===== src/rtl/sdhci_cmd_sequencer.sv =====
// SD command issue sequencer: CMD PHY handshake, response timeout, R1b busy,
// data-phase tracking, Auto CMD12 issue and Present State inhibit flags.
module sdhci_cmd_sequencer #(
  parameter int RESP_TIMEOUT = 64,
  parameter int TO_W         = 7
) (
  input  logic        clk_i,
  input  logic        rst_i,
  input  logic        cmd_write_i,
  input  logic [5:0]  cmd_index_i,
  input  logic [31:0] cmd_arg_i,
  input  logic [1:0]  resp_type_i,
  input  logic        data_present_i,
  input  logic        auto_cmd12_en_i,
  output logic        phy_start_o,
  input  logic        phy_ready_i,
  output logic [5:0]  phy_index_o,
  output logic [31:0] phy_arg_o,
  output logic [1:0]  phy_resp_type_o,
  input  logic        phy_done_i,
  input  logic        phy_crc_err_i,
  input  logic        phy_end_err_i,
  input  logic        phy_index_err_i,
  input  logic        dat0_busy_i,
  input  logic        dat_done_i,
  input  logic        dat_err_i,
  output logic        cmd_inhibit_cmd_o,
  output logic        cmd_inhibit_dat_o,
  output logic        cmd_complete_o,
  output logic [3:0]  cmd_err_o,
  output logic [5:0]  ac12_err_o
);

  typedef enum logic [1:0] {S_IDLE, S_ISSUE, S_WAIT, S_BUSY} state_e;

  localparam logic [TO_W-1:0] CNT_LAST = TO_W'(RESP_TIMEOUT - 1);
  localparam logic [1:0]      RT_NONE  = 2'b00;
  localparam logic [1:0]      RT_BUSY  = 2'b11;

  state_e          state_q, state_d;
  logic [TO_W-1:0] cnt_q, cnt_d;
  logic [5:0]      idx_q, idx_d;
  logic [31:0]     arg_q, arg_d;
  logic [1:0]      type_q, type_d;
  logic            cur_data_q, cur_data_d;
  logic            ac12_en_q, ac12_en_d;
  logic            ac12_run_q, ac12_run_d;
  logic            resp_ok_q, resp_ok_d;
  logic            data_active_q, data_active_d;
  logic            ac12_pend_q, ac12_pend_d;
  logic            inh_cmd_q, inh_cmd_d;
  logic            inh_dat_q, inh_dat_d;
  logic            cmd_complete_q, cmd_complete_d;
  logic [3:0]      cmd_err_q, cmd_err_d;
  logic [5:0]      ac12_err_q, ac12_err_d;

  logic       can_accept;
  logic       accepted;
  logic       finish;
  logic       fin_ok;
  logic [2:0] resp_errs;

  assign resp_errs  = {phy_index_err_i, phy_end_err_i, phy_crc_err_i};
  // Busy-type commands also need the DAT line, so they wait like data commands.
  assign can_accept = (state_q == S_IDLE) && !inh_cmd_q && !ac12_pend_q &&
                      !((data_present_i || resp_type_i == RT_BUSY) && inh_dat_q);

  // NOTE: every variable gets a default before the case, so no path can infer a latch.
  always_comb begin
    state_d        = state_q;
    cnt_d          = cnt_q;
    idx_d          = idx_q;
    arg_d          = arg_q;
    type_d         = type_q;
    cur_data_d     = cur_data_q;
    ac12_en_d      = ac12_en_q;
    ac12_run_d     = ac12_run_q;
    resp_ok_d      = resp_ok_q;
    data_active_d  = data_active_q;
    ac12_pend_d    = ac12_pend_q;
    inh_cmd_d      = inh_cmd_q;
    cmd_complete_d = 1'b0;
    cmd_err_d      = 4'b0;
    ac12_err_d     = 6'b0;
    accepted       = 1'b0;
    finish         = 1'b0;
    fin_ok         = 1'b0;

    case (state_q)
      S_IDLE: begin
        if (ac12_pend_q) begin
          state_d    = S_ISSUE;
          idx_d      = 6'd12;
          arg_d      = 32'h0;
          type_d     = RT_BUSY;
          cur_data_d = 1'b0;
          ac12_run_d = 1'b1;
          inh_cmd_d  = 1'b1;
        end else if (cmd_write_i && can_accept) begin
          accepted   = 1'b1;
          state_d    = S_ISSUE;
          idx_d      = cmd_index_i;
          arg_d      = cmd_arg_i;
          type_d     = resp_type_i;
          cur_data_d = data_present_i;
          ac12_run_d = 1'b0;
          inh_cmd_d  = 1'b1;
          if (data_present_i) ac12_en_d = auto_cmd12_en_i;
        end
      end
      S_ISSUE: begin
        if (phy_ready_i) begin
          state_d = S_WAIT;
          cnt_d   = '0;
        end
      end
      S_WAIT: begin
        cnt_d = cnt_q + 1'b1;
        if (phy_done_i) begin
          resp_ok_d = (resp_errs == 3'b000);
          if (ac12_run_q) ac12_err_d[4:2] = resp_errs;
          else            cmd_err_d[3:1]  = resp_errs;
          if (resp_errs == 3'b000 && cur_data_q && !ac12_run_q) data_active_d = 1'b1;
          if (type_q == RT_BUSY) begin
            state_d = S_BUSY;
          end else begin
            finish = 1'b1;
            fin_ok = (resp_errs == 3'b000);
          end
        end else if (type_q != RT_NONE && cnt_q == CNT_LAST) begin
          if (ac12_run_q) ac12_err_d[1] = 1'b1;
          else            cmd_err_d[0]  = 1'b1;
          data_active_d = 1'b0;
          resp_ok_d     = 1'b0;
          finish        = 1'b1;
        end
      end
      S_BUSY: begin
        if (!dat0_busy_i) begin
          finish = 1'b1;
          fin_ok = resp_ok_q;
        end
      end
      default: state_d = S_IDLE;
    endcase

    if (finish) begin
      state_d   = S_IDLE;
      inh_cmd_d = 1'b0;
      if (ac12_run_q) begin
        ac12_pend_d = 1'b0;
        ac12_run_d  = 1'b0;
      end else begin
        cmd_complete_d = fin_ok;
      end
    end

    if (cmd_write_i && !accepted && ac12_run_q) ac12_err_d[5] = 1'b1;

    if (dat_done_i && data_active_q) begin
      data_active_d = 1'b0;
      if (ac12_en_q) begin
        if (dat_err_i) ac12_err_d[0] = 1'b1;
        else           ac12_pend_d   = 1'b1;
      end
    end

    // DAT stays inhibited while anything still owns the DAT lines.
    inh_dat_d = data_active_d || ac12_pend_d ||
                ((state_d != S_IDLE) && (cur_data_d || type_d == RT_BUSY));
  end

  // NOTE: sequential state uses non-blocking assignments only; the reset is synchronous.
  always_ff @(posedge clk_i) begin
    if (rst_i) begin
      state_q        <= S_IDLE;
      cnt_q          <= '0;
      idx_q          <= '0;
      arg_q          <= '0;
      type_q         <= '0;
      cur_data_q     <= 1'b0;
      ac12_en_q      <= 1'b0;
      ac12_run_q     <= 1'b0;
      resp_ok_q      <= 1'b0;
      data_active_q  <= 1'b0;
      ac12_pend_q    <= 1'b0;
      inh_cmd_q      <= 1'b0;
      inh_dat_q      <= 1'b0;
      cmd_complete_q <= 1'b0;
      cmd_err_q      <= '0;
      ac12_err_q     <= '0;
    end else begin
      state_q        <= state_d;
      cnt_q          <= cnt_d;
      idx_q          <= idx_d;
      arg_q          <= arg_d;
      type_q         <= type_d;
      cur_data_q     <= cur_data_d;
      ac12_en_q      <= ac12_en_d;
      ac12_run_q     <= ac12_run_d;
      resp_ok_q      <= resp_ok_d;
      data_active_q  <= data_active_d;
      ac12_pend_q    <= ac12_pend_d;
      inh_cmd_q      <= inh_cmd_d;
      inh_dat_q      <= inh_dat_d;
      cmd_complete_q <= cmd_complete_d;
      cmd_err_q      <= cmd_err_d;
      ac12_err_q     <= ac12_err_d;
    end
  end

  assign phy_start_o       = (state_q == S_ISSUE);
  assign phy_index_o       = idx_q;
  assign phy_arg_o         = arg_q;
  assign phy_resp_type_o   = type_q;
  assign cmd_inhibit_cmd_o = inh_cmd_q;
  assign cmd_inhibit_dat_o = inh_dat_q;
  assign cmd_complete_o    = cmd_complete_q;
  assign cmd_err_o         = cmd_err_q;
  assign ac12_err_o        = ac12_err_q;

endmodule


===== config.mk =====
export PLATFORM = sky130hd
export DESIGN_NAME = sdhci_cmd_sequencer
export DESIGN_NICKNAME = d
export VERILOG_FILES = /design/src/rtl/sdhci_cmd_sequencer.sv
export SDC_FILE = /design/constraint.sdc
export NUM_CORES = 1
export LEC_CHECK = 0
export ABC_CLOCK_PERIOD_IN_PS = 4200
export CORE_UTILIZATION = 47
export DETAILED_ROUTE_END_ITERATION = 8
export PLACE_DENSITY = 0.85
export SLEW_MARGIN = 20
export SYNTH_ARGS = -nofsm -noshare
export SYNTH_HDL_FRONTEND = slang
export SYNTH_SLANG_ARGS = --single-unit
export TNS_END_PERCENT = 20

===== constraint.sdc =====
create_clock -name clk_i -period 4.2 [get_ports clk_i]
set_input_delay 0.84 -clock clk_i [delete_from_list [all_inputs] [get_ports clk_i]]
set_output_delay 0.84 -clock clk_i [all_outputs]
set_load 0.005 [all_outputs]

==> results of run 1 <==
-- routing by layer --
metal	share of wire	track usage	vias up
li1	-	-	1338
met1	0.43	0.267	1239
met2	0.49	0.377	105
met3	0.070	0.0743	14
met4	0.013	0.0964	0
met5	0	0	-
-- sequential cells by signal, summed over array words and instances, names as in the netlist --
signal,cells
cnt_q,7
resp_ok_q,1
cmd_inhibit_dat_o,1
ac12_run_q,1
phy_resp_type_o,2
state_q,2
ac12_pend_q,1
phy_index_o,6
ac12_en_q,1
cmd_complete_o,1
phy_arg_o,32
cur_data_q,1
data_active_q,1
ac12_err_o,6
cmd_inhibit_cmd_o,1
cmd_err_o,4
-- cells by family after synthesis --
family / Yosys count / share of synthesized area
fa+ha+maj: 1 / 0.00443
simple gates: 154 / 0.275
flops: 68 / 0.482
xor+xnor: 1 / 0.00310
buf+inv: 30 / 0.0767
compound gates: 73 / 0.154
mux: 1 / 0.00355
-- worst max-delay path, stage by stage, from the launching register on --
cell             delay [ns]
dfxtp_1                0.73
nor2b_1                0.21
clkdlybuf4s50_1        0.51
-- cells in the mapped netlist (all sizes together), types with 3 or more instances --
cell type	count
buf	12
dfxtp	68
a31oi	3
and2	7
nand3	39
nand2b	4
a311oi	3
a21oi	46
clkbuf	12
nand4	5
nor2	20
nor2b	4
nand2	47
o21ai	5
inv	6
nor3	12
nor4	3
-- power by group through the flow --
stage	clock, uW	sequential, uW	combinational (uW)
final	570	744	344
after global routing	606	752	376
after CTS	577	744	346
after detailed placement	0	758	344
after global placement	0	756	335
after floorplan	0	746	205
-- metrics by stage --
| step | instance area [sq um] | hold slack [ns] | power (uW) |
|---|---|---|---|
| after CTS | 4000 | 0.469 | 1670 |
| after detailed placement | 3790 | 0.460 | 1100 |
| final | 4000 | 0.469 | 1660 |
| after floorplan | 2820 | 0.442 | 951 |
| after global routing | 4000 | 0.492 | 1730 |
| after global placement | 3790 | 0.453 | 1090 |
-- path summary, 6_finish.rpt --
kind | from | end | cells after the start
min | phy_arg_o[23] | phy_arg_o[23] | 2
max reg2reg | state_q[0] | phy_index_o[3] | 4
min reg2reg | phy_arg_o[23] | phy_arg_o[23] | 2
max | state_q[0] | phy_start_o | 2
-- layout make-up --
class	count	area, sq um
fill	458	1650
multi-input combinational	230	1250
timing repair buffer	107	1060
clock inverter	2	60.1
inverter	6	22.5
clock buffer	12	145
sequential	68	1360
tap	72	90.1
==> results.txt, run 1 <==
Antenna Cells: 0
I/O Pins: 107
CTS Buffer Depth: 2
combinational share of power: 0.208
max_cap viols: 0
GR Overflow Total: 0
Critical Path RT: 3.36 ns
Worst Setup End Kind: primary output
peak supply drop: 0.000264 V
Site Rows: 27
routed vias: 2696
R2R setup slack: 2.13 ns
Post-CTS Setup Bufs: 0
Int Power: 1230 uW
chip height: 79.5 um
post_cts resized: 0
synth top area cells: dfxtp_1, a21oi_1, nand3_1
CTS sink cnt: 68
Post-Syn Area: 2820 sq um
initial core utilization: 0.500
Sw Pwr: 427 uW
CTS buffer count: 9
First DRT Iteration DRCs: 141
Mapped Cells: 328
Die X: 79.5 um
Primary FF master, synth: dfxtp_1
sequential area share after synthesis: 0.482
Clock Skew: 0.00570 ns
gr usage total: 0.227
Final setup viols: 0
I/O Buffers: 106
largest net degree at the start of global routing: 59
Core ar.: 5640 sq um
post-synth top area share: 0.482
Worst-path clk slew: 0.07 ns
vias in the first global route: 2373
first-pass GRT wire length: 11000 um
Setup TNS Final: 0 ns
commonest non-fill, non-tap cell in the layout: clkdlybuf4s50_1
final worst path period share: 0.624
static leakage: 0.00145 uW
async set-reset flop share out of synthesis: 0
H-tree levels: 3
# nets final: 476
critical path class: flop to primary output
Seq pwr share: 0.449
Yosys top cell by area: dfxtp_1
worst setup margin: 1.58 ns
fin util: 0.708
Crit path arrival time: 1.78 ns
Worst slew margin: 0.281
Seq cells post-synth: 68
Hold-fix buffers, CTS: 0
average size of a mapped cell: 8.60 sq um
Min-Delay Path Class: flop to flop
root buffer cell: clkbuf_8
post-route ant nets: 0
routed vias/inst: 5.42
Switching Share: 0.257
Slew @ Worst Pin: 1.07 ns
drt wl/cell: 14.4 um
pwr dens: 415 nW/um^2
Max Freq: 382 MHz
Crit Path Max Fanout: 21
Placement Setup Slack: 1.37 ns
Post-synth EDFFs: 0
post-synthesis cell type count: 45
critical path startpoint category: flop
die area: 6320 sq um
placed cell count: 483
worst skew pair latency: 0.33 ns
most frequent cells in the layout: clkdlybuf4s50_1, dfxtp_1, nand2_1, a21oi_1, nand3_1
TritonCTS clock tree: built
unrepaired setup endpoints after global routing: false
Routed Wire Length: 7180 um
Final Non-Filler Cells: 497
Yosys warning total: 0
drt drc: 0
share of layout cells above drive strength 1: 0.0471
Pins Over Slew Limit: 0
outcome: finished clean
Period minus WS final: 2.62 ns
clock power share: 0.344
initial antenna violation count: 0
DP Wirelength: 4890 um
RePlAce Congestion: 0.758
P&R area growth vs syn: 41.6%
1st-pass router iterations: 5
Syn Nets: 382
Final Hold Viols: 0
(Power assumes the default switching activity.)
==> run 2: changes to the inputs <==
ABC_CLOCK_PERIOD_IN_PS = 2600   (was 4200)
CORE_UTILIZATION = 44   (was 47)
PLACE_DENSITY = 0.8   (was 0.85)
clock period = 2.6 ns   (was 4.2 ns; I/O delays follow)
==> run 2 against run 1 <==
  * Non-clock buffer count is 4 higher
  * Critical endpoint unchanged
  * Power is 60% higher
  * Worst hold slack worse by 0.0040 ns
  * Combinational power is 67% higher
==> results.txt, run 2 (synthesis gave the netlist of run 1 again) <==
Worst-path clk slew: 0.06 ns (about the same)
peak supply drop: 0.000369 V (+39%)
drt drc: 0 (unchanged)
Setup TNS Final: 0 ns (unchanged)
area occupied by registers: 1360 sq um (unchanged)
initial core utilization: 0.466 (-0.0346)
Crit Path Max Fanout: 21 (unchanged)
worst hold-check slack: 0.465 ns (-0.00399 ns)
r2r worst-path depth: 4 (unchanged)
DP Wirelength: 4940 um (+0.96%)
Die X: 82.1 um (+3.3%)
Min-Delay Path Class: flop to flop
Site Rows: 28 (+3.7%)
r2r startpoint: state_q[0]
root buffer cell: clkbuf_8
post-route ant nets: 0 (unchanged)
unrepaired setup endpoints after global routing: false
vias in the first global route: 2472 (+4.2%)
H-tree levels: 3 (unchanged)
I/O Pins: 107 (unchanged)
routed vias: 2716 (+0.74%)
initial antenna violation count: 0 (unchanged)
TritonCTS clock tree: built
Worst Setup End Kind: primary output
Pins Over Slew Limit: 0 (unchanged)
Metal-1 WL: 3090 um (-0.13%)
Reg2Reg Capture Point: phy_arg_o[31]
met3 wire len: 484 um (-3.2%)
gr usage total: 0.218 (-0.00947)
Setup crit end: phy_start_o
CTS sink cnt: 68 (unchanged)
Worst slew margin: 0.542 (+0.261)
max_cap viols: 0 (unchanged)
share of layout cells above drive strength 1: 0.0628 (+0.0157)
chip height: 82.1 um (+3.3%)
die area: 6740 sq um (+6.6%)
Period minus WS final: 2.33 ns
I/O Buffers: 106 (unchanged)
fill count: 517 (+13%)
First DRT Iteration DRCs: 104 (-26%)
CTS buffer count: 9 (unchanged)
met2 WL: 3370 um (-3.3%)
Highest Signal Layer: met4
final worst path period share: 0.897
Final setup viols: 0 (unchanged)
RePlAce Congestion: 0.776 (+2.3%)
Hold-fix buffers, CTS: 0 (unchanged)
CTS Buffer Depth: 2 (unchanged)
Slew @ Worst Pin: 0.687 ns (-0.386 ns)
GR Overflow Total: 0 (unchanged)
post_cts resized: 0 (unchanged)
Post-CTS Setup Bufs: 0 (unchanged)
largest net degree at the start of global routing: 39 (-34%)
1st-pass router iterations: 6 (+1)
routed vias/inst: 5.38 (-0.85%)
Total Power: 2650 uW (+60%)
first-pass GRT wire length: 11100 um (+0.81%)
outcome: finished clean
most frequent cells in the layout: clkdlybuf4s50_1, dfxtp_1, nand2_1, a21oi_1, nand3_1
critical path startpoint category: flop
worst skew pair latency: 0.34 ns (about the same)
Antenna Cells: 0 (unchanged)
critical path class: flop to primary output
R2R setup slack: 0.59 ns (-1.54 ns)
commonest non-fill, non-tap cell in the layout: clkdlybuf4s50_1
Multi-input gate area: 1250 sq um (unchanged)
crit path from: state_q[0]
Clock Skew: 0.00661 ns (+0.000915 ns)
# nets final: 480 (+0.84%)
max FFs per register: 32 (unchanged)
P&R area growth vs syn: 43.1%
pwr dens: 657 nW/um^2 (+58%)
Critical Path RT: 2.08 ns (-1.28 ns)
static leakage: 0.00148 uW (+1.9%)
drt wl/cell: 14.0 um (-3.1%)
Crit path arrival time: 1.81 ns (+0.03 ns)
Core ar.: 6060 sq um (+7.4%)
Final Hold Viols: 0 (unchanged)
Max Freq: 429 MHz
Routed Wire Length: 7060 um (-1.6%)
run 2: final cells by class:
type                            instances  share of cell area
Clock inverter                          4              0.0121
Multi-Input combinational cell        230               0.310
Timing Repair Buffer                  111               0.274
Sequential cell                        68               0.337
Inverter                                6             0.00558
Tap cell                               75              0.0232
Clock buffer                           11              0.0375
run 2: how the worst min path moves through the flow:
stage | slack, ns | end | depth (start not counted) | from
after floorplan | 0.44 | cnt_q[6] | 1 | cnt_q[6]
after global placement | 0.45 | phy_arg_o[10] | 2 | phy_arg_o[10]
after detailed placement | 0.46 | phy_arg_o[19] | 2 | phy_arg_o[19]
after CTS | 0.47 | phy_arg_o[19] | 2 | phy_arg_o[19]
after global routing | 0.48 | phy_index_o[4] | 2 | phy_index_o[4]
final | 0.46 | phy_index_o[4] | 2 | phy_index_o[4]
run 2: power by group:
group,leakage [uW],internal (uW),switching [uW]
logic,0.000822,321,252
clock network,0.000105,488,387
registers,0.000554,1130,74.1
total,0.00148,1940,713
run 2: critical path: stages, from the launching register on:
cell             delay [ns]
dfxtp_1                0.75
nor2b_1                0.21
clkdlybuf4s50_1        0.51
run 2: through the flow:
stage / worst slack (ns) / instance area (sq um) / cells / util
2_1_floorplan: 1.05 / 2820 / 328 / -
3_3_place_gp: 0.548 / 3840 / 490 / 0.633
3_5_place_dp: 0.431 / 3840 / 490 / 0.633
4_1_cts: 0.263 / 4040 / 505 / 0.666
5_1_grt: 0.173 / 4040 / 505 / 0.666
6_report: 0.267 / 4040 / 505 / 0.666
run 2: metal layers:
metal,track usage,vias to the layer above
met5,0,-
met4,0.114,0
met3,0.0589,12
met2,0.354,84
met1,0.261,1269
li1,-,1351
==> run 3: changes to the inputs <==
CORE_UTILIZATION = 60   (was 44)
DONT_BUFFER_PORTS = 1   (was not set)
GPL_ROUTABILITY_DRIVEN = 0   (was not set)
PLACE_DENSITY = 0.76   (was 0.8)
REMOVE_ABC_BUFFERS = 1   (was not set)
==> run 3 against run 2 <==
  * The flow now finishes with violations (DRC)
  * Power down 6.5%
  * Utilization down 0.61 points
  * First-iteration DRC count up 45%
  * Non-clock buffer count down 110
  * Sequential power about the same
  * Worst hold slack worse by 0.22 ns
  * Cell count down 26%
  * Register-to-register slack worse by 0.02 ns
  * Global-route usage up 3.3 points
  * Highest routed layer unchanged
  * Die area down 26%
  * Flip-flop and latch count unchanged
  * Fmax up 15%
==> results.txt, run 3 (synthesis gave the netlist of run 1 again) <==
combinational share of power: 0.119 (-0.097)
CTS buffer count: 9 (unchanged)
Setup TNS Final: 0 ns (unchanged)
commonest non-fill, non-tap cell in the layout: dfxtp_1
1st-pass router iterations: 6 (unchanged)
r2r startpoint: state_q[0]
max FFs per register: 32 (unchanged)
TritonCTS clock tree: built
unrepaired setup endpoints after global routing: false
critical path startpoint category: flop
critical path class: flop to flop
Post-CTS Setup Bufs: 0 (unchanged)
post-route ant nets: 0 (unchanged)
hold depth: 1 (-1)
H-tree levels: 3 (unchanged)
final instance area: 2930 sq um (-27%)
pwr dens: 845 nW/um^2 (+29%)
DP Wirelength: 4050 um (-18%)
Final Hold Viols: 0 (unchanged)
Routed Wire Length: 6190 um (-12%)
slowest stage cell on the critical path: nor4_4
Hold Path Origin: rst_i
# nets final: 370 (-23%)
chip height: 70.6 um (-14%)
post_cts resized: 0 (unchanged)
gr usage total: 0.251 (+0.0327)
Pins Over Slew Limit: 0 (unchanged)
Core ar.: 4440 sq um (-27%)
Worst slew margin: 0.275 (-0.267)
Period minus WS final: 2.03 ns (-0.301 ns)
root buffer cell: clkbuf_8
final worst path period share: 0.781 (-0.116)
vias in the first global route: 2195 (-11%)
Critical Path RT: 2.82 ns (+0.74 ns)
P&R area growth vs syn: 3.95%
clock power share: 0.389 (+0.059)
worst hold-check slack: 0.242 ns (-0.223 ns)
failing checks: DRC
dpl cell area: 2710 sq um (-29%)
initial antenna violation count: 0 (unchanged)
drt wl/cell: 16.6 um (+19%)
WP buf/inv: 0 (-1)
drt drc: 12 (+12)
routed vias/inst: 6.18 (+15%)
Final setup viols: 0 (unchanged)
CTS sink cnt: 68 (unchanged)
static leakage: 0.00107 uW (-28%)
Crit Path Max Fanout: 42 (+100%)
Seq pwr share: 0.492 (+0.039)
Crit path arrival time: 2.25 ns (+0.44 ns)
max_cap viols: 0 (unchanged)
Hold-fix buffers, CTS: 0 (unchanged)
routed vias: 2300 (-15%)
I/O Pins: 107 (unchanged)
First DRT Iteration DRCs: 151 (+45%)
R2R setup slack: 0.57 ns (-0.02 ns)
CTS Buffer Depth: 2 (unchanged)
crit path cell chain: nor4_4 -> o211ai_4 -> nand3_1 -> a21oi_1
first-pass GRT wire length: 9740 um (-12%)
Antenna Cells: 0 (unchanged)
WP depth: 4 (+2)
Die X: 70.6 um (-14%)
Slew @ Worst Pin: 1.08 ns (+0.395 ns)
r2r worst-path depth: 4 (unchanged)
Min-Delay Path Class: primary input to flop
crit-path max cell delay: 0.59 ns (-0.16 ns)
worst skew pair latency: 0.34 ns (about the same)
die area: 4980 sq um (-26%)
Switching Share: 0.261 (-0.00770)
share of layout cells above drive strength 1: 0.0688 (+0.00596)
most frequent cells in the layout: dfxtp_1, nand2_1, a21oi_1, nand3_1, nor2_1
initial core utilization: 0.635 (+0.169)
CP top delay family: simple AND/OR/NAND/NOR gates
Worst Setup End Kind: flop
Sw Pwr: 648 uW (-9.1%)
peak supply drop: 0.000593 V (+61%)
I/O Buffers: 0 (-100%)
Int Power: 1830 uW (-5.5%)
outcome: complete, but fails checks
Site Rows: 24 (-14%)
largest net degree at the start of global routing: 59 (+51%)
Worst-path clk slew: 0.07 ns (about the same)
Reg2Reg Capture Point: phy_arg_o[22]
hold worst-path end: phy_arg_o[3]
Max Freq: 492 MHz (+15%)
Clock Skew: 0.00501 ns (-0.00160 ns)
GR Overflow Total: 0 (unchanged)
-- run 3: changes by cell type in the layout (fill, tap and decap cells not counted) --
cell and change:
bufinv_16 +1, clkinv_4 -1, clkinv_2 -1, buf_2 -1, clkdlybuf4s50_1 -105, clkinvlp_4 +1
buf_12 -1, buf_4 -3
-- run 3: worst max-delay path by stage --
stage | from | to | slack [ns]
4_1_cts | state_q[0] | phy_arg_o[4] | 0.58
3_3_place_gp | state_q[0] | phy_index_o[2] | 0.67
6_report | state_q[0] | phy_arg_o[22] | 0.57
3_5_place_dp | state_q[0] | phy_index_o[2] | 0.59
2_1_floorplan | state_q[0] | phy_index_o[2] | 0.65
5_1_grt | state_q[0] | phy_resp_type_o[0] | 0.37
-- run 3: layout make-up --
type,count,area [sq um]
inverter,6,22.5
clock inverter,4,72.6
fill,383,1510
multi-input combinational,230,1250
sequential,68,1360
tap,52,65.1
timing repair buffer,1,7.51
clock buffer,11,151
-- run 3: worst register-to-register path, cell delays in order, from the launching register on --
cell and delay [ns]:
dfxtp_1 0.51, nor4_4 0.59, o211ai_4 0.48, nand3_1 0.25, a21oi_1 0.08
-- run 3: through the flow --
stage | cells | worst slack [ns] | utilization | total power (uW)
after floorplan | 304 | 0.651 | - | 1450
after global placement | 357 | 0.669 | 0.610 | 1520
after detailed placement | 357 | 0.590 | 0.610 | 1540
after CTS | 372 | 0.579 | 0.660 | 2490
after global routing | 372 | 0.365 | 0.660 | 2580
final | 372 | 0.569 | 0.660 | 2480
-- run 3: power by group through the flow --
stage	Sequential, uW	Combinational [uW]	Clock, uW
floorplan	1220	234	0
global placement	1240	283	0
detailed placement	1240	295	0
CTS	1220	297	977
global route	1230	333	1020
finish	1220	295	964
-- run 3: routing by layer --
metal  GRT usage  wire, um  vias up
met4       0.149       191        0
li1            -         -     1130
met3      0.0712       523       18
met1       0.299      2450     1048
met2       0.406      3020      104
met5           0         0        -
